--- src/rtl/ps2_kbd_rx.sv ---
// PS/2 keyboard receiver: synchronizes and filters PS2_CLK, then deframes 11-bit frames into scan codes.
// Optional break-code folding (0xF0 prefix -> BREAK flag) is enabled with `define PS2_BREAK_DECODE_EN.
module ps2_kbd_rx #(
  parameter int FILTER_LEN  = 8,
  parameter int TIMEOUT_CYC = 50000
) (
  input  logic       CLK,
  input  logic       RST,
  input  logic       PS2_CLK,
  input  logic       PS2_DATA,
  output logic [7:0] DATA_OUT,
  output logic       DATA_VALID,
  output logic       PARITY_ERR,
  output logic       FRAME_ERR,
  output logic       BREAK
);

  localparam int TW = $clog2(TIMEOUT_CYC) + 1;

  typedef enum logic [1:0] {S_IDLE, S_DATA, S_PARITY, S_STOP} state_t;

  logic          clk_s1_q, clk_s2_q, dat_s1_q, dat_s2_q;
  logic          filt_q, filt_d, filt_dly_q, fall_q;
  logic [7:0]    fcnt_q, fcnt_d;
  state_t        state_q;
  logic [2:0]    bcnt_q;
  logic [7:0]    shreg_q, dout_q;
  logic          par_q, dv_q, perr_q, ferr_q;
  logic [TW-1:0] tcnt_q, tcnt_d;
`ifdef PS2_BREAK_DECODE_EN
  logic          brk_q, brk_pend_q;
`endif

  always_comb begin
    filt_d = filt_q;
    fcnt_d = '0;
    if (clk_s2_q != filt_q) begin
      if (fcnt_q == 8'(FILTER_LEN - 1)) filt_d = clk_s2_q;
      else                              fcnt_d = fcnt_q + 8'd1;
    end
  end

  always_ff @(posedge CLK or posedge RST) begin
    if (RST) begin
      clk_s1_q   <= 1'b1;
      clk_s2_q   <= 1'b1;
      dat_s1_q   <= 1'b1;
      dat_s2_q   <= 1'b1;
      filt_q     <= 1'b1;
      filt_dly_q <= 1'b1;
      fcnt_q     <= '0;
      fall_q     <= 1'b0;
    end else begin
      clk_s1_q   <= PS2_CLK;
      clk_s2_q   <= clk_s1_q;
      dat_s1_q   <= PS2_DATA;
      dat_s2_q   <= dat_s1_q;
      filt_q     <= filt_d;
      fcnt_q     <= fcnt_d;
      filt_dly_q <= filt_q;
      fall_q     <= filt_dly_q & ~filt_q;
    end
  end

  // Abort fires on the edge where the counter would reach TIMEOUT_CYC-1 (TIMEOUT_CYC >= 2).
  assign tcnt_d = tcnt_q + 1'b1;

  always_ff @(posedge CLK or posedge RST) begin
    if (RST) begin
      state_q    <= S_IDLE;
      bcnt_q     <= '0;
      shreg_q    <= '0;
      par_q      <= 1'b0;
      dout_q     <= '0;
      dv_q       <= 1'b0;
      perr_q     <= 1'b0;
      ferr_q     <= 1'b0;
      tcnt_q     <= '0;
`ifdef PS2_BREAK_DECODE_EN
      brk_q      <= 1'b0;
      brk_pend_q <= 1'b0;
`endif
    end else begin
      dv_q   <= 1'b0;
      perr_q <= 1'b0;
      ferr_q <= 1'b0;
`ifdef PS2_BREAK_DECODE_EN
      brk_q  <= 1'b0;
`endif
      if (state_q == S_IDLE) begin
        tcnt_q <= '0;
        if (fall_q && !dat_s2_q) begin
          state_q <= S_DATA;
          bcnt_q  <= '0;
        end
      end else if (fall_q) begin
        tcnt_q <= '0;
        unique case (state_q)
          S_DATA: begin
            shreg_q <= {dat_s2_q, shreg_q[7:1]};
            bcnt_q  <= bcnt_q + 3'd1;
            if (bcnt_q == 3'd7) state_q <= S_PARITY;
          end
          S_PARITY: begin
            par_q   <= dat_s2_q;
            state_q <= S_STOP;
          end
          default: begin
            state_q <= S_IDLE;
            if (!dat_s2_q)                ferr_q <= 1'b1;
            else if (!(^{shreg_q, par_q})) perr_q <= 1'b1;
            else begin
`ifdef PS2_BREAK_DECODE_EN
              if (shreg_q == 8'hF0) brk_pend_q <= 1'b1;
              else begin
                dout_q     <= shreg_q;
                dv_q       <= 1'b1;
                brk_q      <= brk_pend_q;
                brk_pend_q <= 1'b0;
              end
`else
              dout_q <= shreg_q;
              dv_q   <= 1'b1;
`endif
            end
          end
        endcase
      end else if (tcnt_d == TW'(TIMEOUT_CYC - 1)) begin
        state_q <= S_IDLE;
        ferr_q  <= 1'b1;
        tcnt_q  <= '0;
      end else begin
        tcnt_q <= tcnt_d;
      end
    end
  end

  assign DATA_OUT   = dout_q;
  assign DATA_VALID = dv_q;
  assign PARITY_ERR = perr_q;
  assign FRAME_ERR  = ferr_q;
`ifdef PS2_BREAK_DECODE_EN
  assign BREAK      = brk_q;
`else
  assign BREAK      = 1'b0;
`endif

endmodule

--- config.mk ---
export PLATFORM = sky130hd
export DESIGN_NAME = ps2_kbd_rx
export DESIGN_NICKNAME = d
export VERILOG_FILES = /design/src/rtl/ps2_kbd_rx.sv
export SDC_FILE = /design/constraint.sdc
export NUM_CORES = 1
export LEC_CHECK = 0
export CORE_MARGIN = 2
export CORE_UTILIZATION = 59
export DETAILED_ROUTE_END_ITERATION = 10
export GPL_ROUTABILITY_DRIVEN = 0
export GPL_TIMING_DRIVEN = 0
export PLACE_DENSITY = 0.89
export SLEW_MARGIN = 0
export SYNTH_ARGS = -nofsm -noshare
export SYNTH_HDL_FRONTEND = slang
export SYNTH_SLANG_ARGS = --single-unit
--- constraint.sdc ---
create_clock -name CLK -period 3.2 [get_ports CLK]
set_clock_uncertainty 0.1 [all_clocks]
set_input_delay 0.64 -clock CLK [delete_from_list [all_inputs] [get_ports CLK]]
set_output_delay 0.64 -clock CLK [all_outputs]
set_load 0.01 [all_outputs]
Word-level counts from Yosys, hierarchy flattened
Cells that the tools add are included.
{"block": "classes", "n_eq_ne": 8, "n_bitwise": 4, "n_mux": 30, "add_sub_neg": 3, "n_reduce_logical": 14}
{"op": "$mux W17", "count": 3}
{"op": "$add A17 B1 Y17 const B", "count": 1}
{"op": "$eq A17 B16 Y1 const B", "count": 1}
{"op": "$mux W8", "count": 2}
{"op": "$mux W1", "count": 15}
{"op": "$mux W3", "count": 4}
{"op": "$reduce_and A3 Y1", "count": 4}
{"op": "$mux W2", "count": 5}
{"op": "$reduce_xor A9 Y1", "count": 1}
{"op": "$add A8 B1 Y8 const B", "count": 1}
{"op": "$eq A8 B3 Y1 const B", "count": 1}
{"op": "$reduce_and A5 Y1", "count": 1}
{"op": "$ne A4 B4 Y1 const B", "count": 1}
{"op": "$pmux W2 S2", "count": 1}
{"op": "$reduce_bool A2 Y1", "count": 2}
{"op": "$add A3 B1 Y3 const B", "count": 1}
{"op": "$eq A3 B3 Y1 const B", "count": 1}
{"op": "$not A1 Y1", "count": 3}
{"op": "$reduce_bool A3 Y1", "count": 1}
{"op": "$eq A2 B1 Y1 const B", "count": 1}
{"op": "$eq A2 B2 Y1 const B", "count": 1}
{"op": "$logic_not A2 Y1", "count": 1}
{"op": "$ne A2 B1 Y1 const B", "count": 1}
{"op": "$reduce_and A2 Y1", "count": 1}
{"op": "other kinds (5)", "count": 5}
{"block": "word_totals", "regBits": 57, "wordCells": 76, "input_bits": 4}

Depth between registers and ports, before layout
{"block": "depth", "depth_word": 6, "ltp_mapped": 9, "depth_no_buf": 8}

Worst setup path before layout
Ideal clock, no wire load.
{"block": "synth_timing", "path_kind": "reg2reg", "startpoint": "register tcnt_q[0]", "endpoint": "register state_q[0]", "required_time_ps": 2974, "slack_ps": 748, "arrival_ps": 2226, "setup_time_ps": 126, "path_buffers": 1, "stages_incl_launch_ff": 8, "period_less_slack_ps": 2452, "cell_sequence": "dfrtp_1 ha_1 clkbuf_8 xnor2_1 nor4_1 o2111ai_2 or4_4 a311o_1"}
{"block": "synth_via", "elab_chain_cells": 4}
{"element": "from (decl)", "line": "29", "rtl": "logic [TW-1:0] tcnt_q, tcnt_d;"}
{"element": "from (signal assigned)", "line": "133", "rtl": "tcnt_q <= tcnt_d;"}
{"element": "$add A17 B1 Y17", "line": "66", "rtl": "assign tcnt_d = tcnt_q + 1'b1;"}
{"element": "$eq A17 B16 Y1", "line": "128", "rtl": "end else if (tcnt_d == TW'(TIMEOUT_CYC - 1)) begin"}
{"element": "$reduce_bool A3 Y1 (no line)"}
{"element": "$reduce_and A3 Y1 (no line)"}
{"element": "to (signal assigned)", "line": "70", "rtl": "state_q <= S_IDLE;"}
{"element": "to (signal assigned)", "line": "93", "rtl": "state_q <= S_DATA;"}
{"element": "to (signal assigned)", "line": "129", "rtl": "state_q <= S_IDLE;"}
{"element": "to (decl)", "line": "25", "rtl": "state_t state_q;"}
No other way between the ends.
A chain may end at the register's enable or synchronous reset.

Worst setup path after layout
Same ends and word-level chain as after synthesis.

==> impl_results.md <==
* Outcome: completed
* GR Util All Layers at 21.4%
* GRT overflow at 0
* Tot Pwr at 2.30 mW
* Clock Path Buffers at 2
* Final min period at 2670 ps
* Detailed placement HPWL at 3420 um
* Slew Viols, Final at 0
* DRT antenna net count at 0
* Cts bufs inserted at 9
* CTS tree: yes
* Boundary Pins at 16
* Synth warnings at 0
* Number of distinct library cells after synthesis at 49
* Max-cap violations at 0
* Top_reg_cell synth: dfrtp_1
* Nature of the critical path startpoint: flop
* Critical Path Fanout Max at 10
* Ranking of synthesized cells by area: dfrtp_1, mux2_2, dfstp_2, xnor2_1, nor2_1
* Routed WL per cell at 14.7 um
* Cts hold-fix bufs at 0
* Std cell rows at 25
* Layout area overhead at 15.9%
* Most frequent cells in the layout: dfrtp_1, nor2_1, nand2_1
* Layout cells sized above 1 at 20.9%
* Detailed Routing Iterations Pass 1 at 4
* Maximum level of the CTS H-tree at 3
* Antenna violations before repair at 0
* Clk pin slew, worst setup/hold paths at 70 ps
* Port bufs at 14
* Cell Area, Synth at 2790 um2
* Synth area leader: dfrtp_1
* Resize count post-CTS at 0
* Seq/Total Area, Yosys at 51.4%
* Unrepaired setup endpoints after global routing: no
* Worst skew pair latency at 350 ps
* Worst-margin pin slew at 702 ps
* Worst IR Drop VDD at 0.500 mV
* Starting density of the core at 60.2%
* Max Clock Freq at 0.374 GHz
* DR vias/cell at 5.62
* Placeable Area at 4630 um2
* Die area at 5290 um2
* Seq cells post-synth at 57
* Hold Vio Cnt, Final at 0
* DRT iter0 DRCs at 156
* Rel. slew slack at 53.1%
* Hold crit path type: flop to flop
* Most common cell after layout, fill and taps aside: dfrtp_1
* Avg Synthesized Cell Area at 10.9 um2
* FFs w/ async S/R, synth at 100%
* Layout net count at 295
* Via count at 1916
* Area share of the largest cell type after synthesis at 45.8%
* Worst Path Arrival at 2790 ps
* Final worst path period share at 83.5%
* Pre-CTS setup slack at 568 ps
* Critical Path RT at 3320 ps
* Final WL at 5000 um
* Clock net sink count at 57
* Post-route setup slack at 527 ps
* Hold path depth at 0
* EDFF count, synth at 0
* Vias in the first global route at 1897
* Largest net degree at the start of global routing at 32
* Post-synthesis net count at 269
* # Post-CTS Setup Buffers at 0
* First-pass GRT wire length at 8500 um
* Setup TNS at 0 ps
* P_leak at 1.46 nW
* DRC Markers at 0
* Cells after synthesis at 256
* Die Ht at 72.7 um
* Critical path class: flop to flop
* Setup Viol. Count Final at 0
* Pwr dens at 711 nW/um2
* Die W at 72.7 um
* Filler cell count at 331
* Setup crit end kind: flop
* Worst Reg-to-Reg Cells at 7
* Ant. Diodes at 0
* CTS Root Cell: clkbuf_8
==> cell families after synthesis <==
kind of cell,synth area share (%)
flops,51.4
mux,8.03
buf+inv,2.56
compound gates,6.28
xor+xnor,9.11
fa+ha+maj,4.04
other cells,0.135
simple gates,18.4
==> stage by stage <==
stage	cell area (um2)	hold slack [ps]	utilization [%]	std cells
global placement	3000	245	64.7	324
global route	3230	268	69.8	341
finish	3230	265	69.8	341
floorplan	2790	245	-	256
CTS	3230	261	69.8	341
detailed placement	3020	252	65.1	325
==> worst max-delay path, cell delays in order, from the launching register on <==
cell and delay, ps:
dfrtp_1 430, ha_1 240, clkbuf_8 160, xnor2_1 150, nor4_1 290, o2111ai_2 200, or4_4 580, a311o_1 410
==> routing by layer <==
| metal | GRT usage, % | vias up | routed length, um |
|---|---|---|---|
| met2 | 34.0 | 47 | 2550 |
| li1 | - | 929 | - |
| met1 | 26.2 | 930 | 2170 |
| met5 | 0 | - | 0 |
| met3 | 6.08 | 10 | 162 |
| met4 | 12.1 | 0 | 119 |
==> flip-flops by register name (all words and copies together) (netlist names) <==
| name | cells |
|---|---|
| dat_s1_q | 1 |
| DATA_OUT | 8 |
| fcnt_q | 8 |
| state_q | 2 |
| FRAME_ERR | 1 |
| PARITY_ERR | 1 |
| tcnt_q | 17 |
| shreg_q | 8 |
| DATA_VALID | 1 |
| clk_s1_q | 1 |
| clk_s2_q | 1 |
| par_q | 1 |
| dat_s2_q | 1 |
| bcnt_q | 3 |
| filt_dly_q | 1 |
| filt_q | 1 |
| fall_q | 1 |
==> synthesized netlist by cell type (2+ instances only) <==
cell type  instances
dfrtp_1           51
nor2_1            34
nand2_1           23
mux2_2            19
xnor2_1           17
xor2_1            12
nand3_1           10
ha_1               9
o21ai_0            7
dfstp_2            6
inv_1              6
a31oi_1            4
and3_1             4
clkbuf_1           4
nor2b_1            4
nor3_1             3
or2_2              3
or4_1              3
a21oi_1            2
and2_1             2
buf_4              2
nand3b_1           2
nand4_1            2
nor4_1             2
==> worst paths after layout <==
kind | startpoint | to | slack, ps
min | dat_s1_q$_DFF_PP1_ | dat_s2_q$_DFF_PP1_ | 260
min in group asynchronous | RST | fcnt_q[4]$_DFF_PP0_ | 570
max | tcnt_q[0]$_DFF_PP0_ | state_q[0]$_DFFE_PP0P_ | 530
max in group asynchronous | RST | dat_s2_q$_DFF_PP1_ | 1790
min reg2reg | dat_s1_q$_DFF_PP1_ | dat_s2_q$_DFF_PP1_ | 260
max reg2reg | tcnt_q[0]$_DFF_PP0_ | state_q[0]$_DFFE_PP0P_ | 530
==> final cells by class <==
cell class / instances / area [um2] / area share (%)
Sequential cell: 57 / 1430 / 44.4
Multi-Input combinational cell: 185 / 1280 / 39.7
Clock buffer: 12 / 165 / 5.11
Timing Repair Buffer: 15 / 160 / 4.96
Tap cell: 54 / 67.6 / 2.09
Clock inverter: 4 / 50.0 / 1.55
Buffer: 8 / 48.8 / 1.51
Inverter: 6 / 22.5 / 0.697
==> where the power goes <==
| group | total [mW] | internal, mW | switching [mW] | leakage [nW] |
|---|---|---|---|---|
| combinational | 0.645 | 0.290 | 0.356 | 0.604 |
| clock | 0.708 | 0.421 | 0.287 | 0.105 |
| sequential | 0.944 | 0.837 | 0.107 | 0.749 |
| total | 2.30 | 1.55 | 0.750 | 1.46 |
Power figures use the tool's default switching activity.
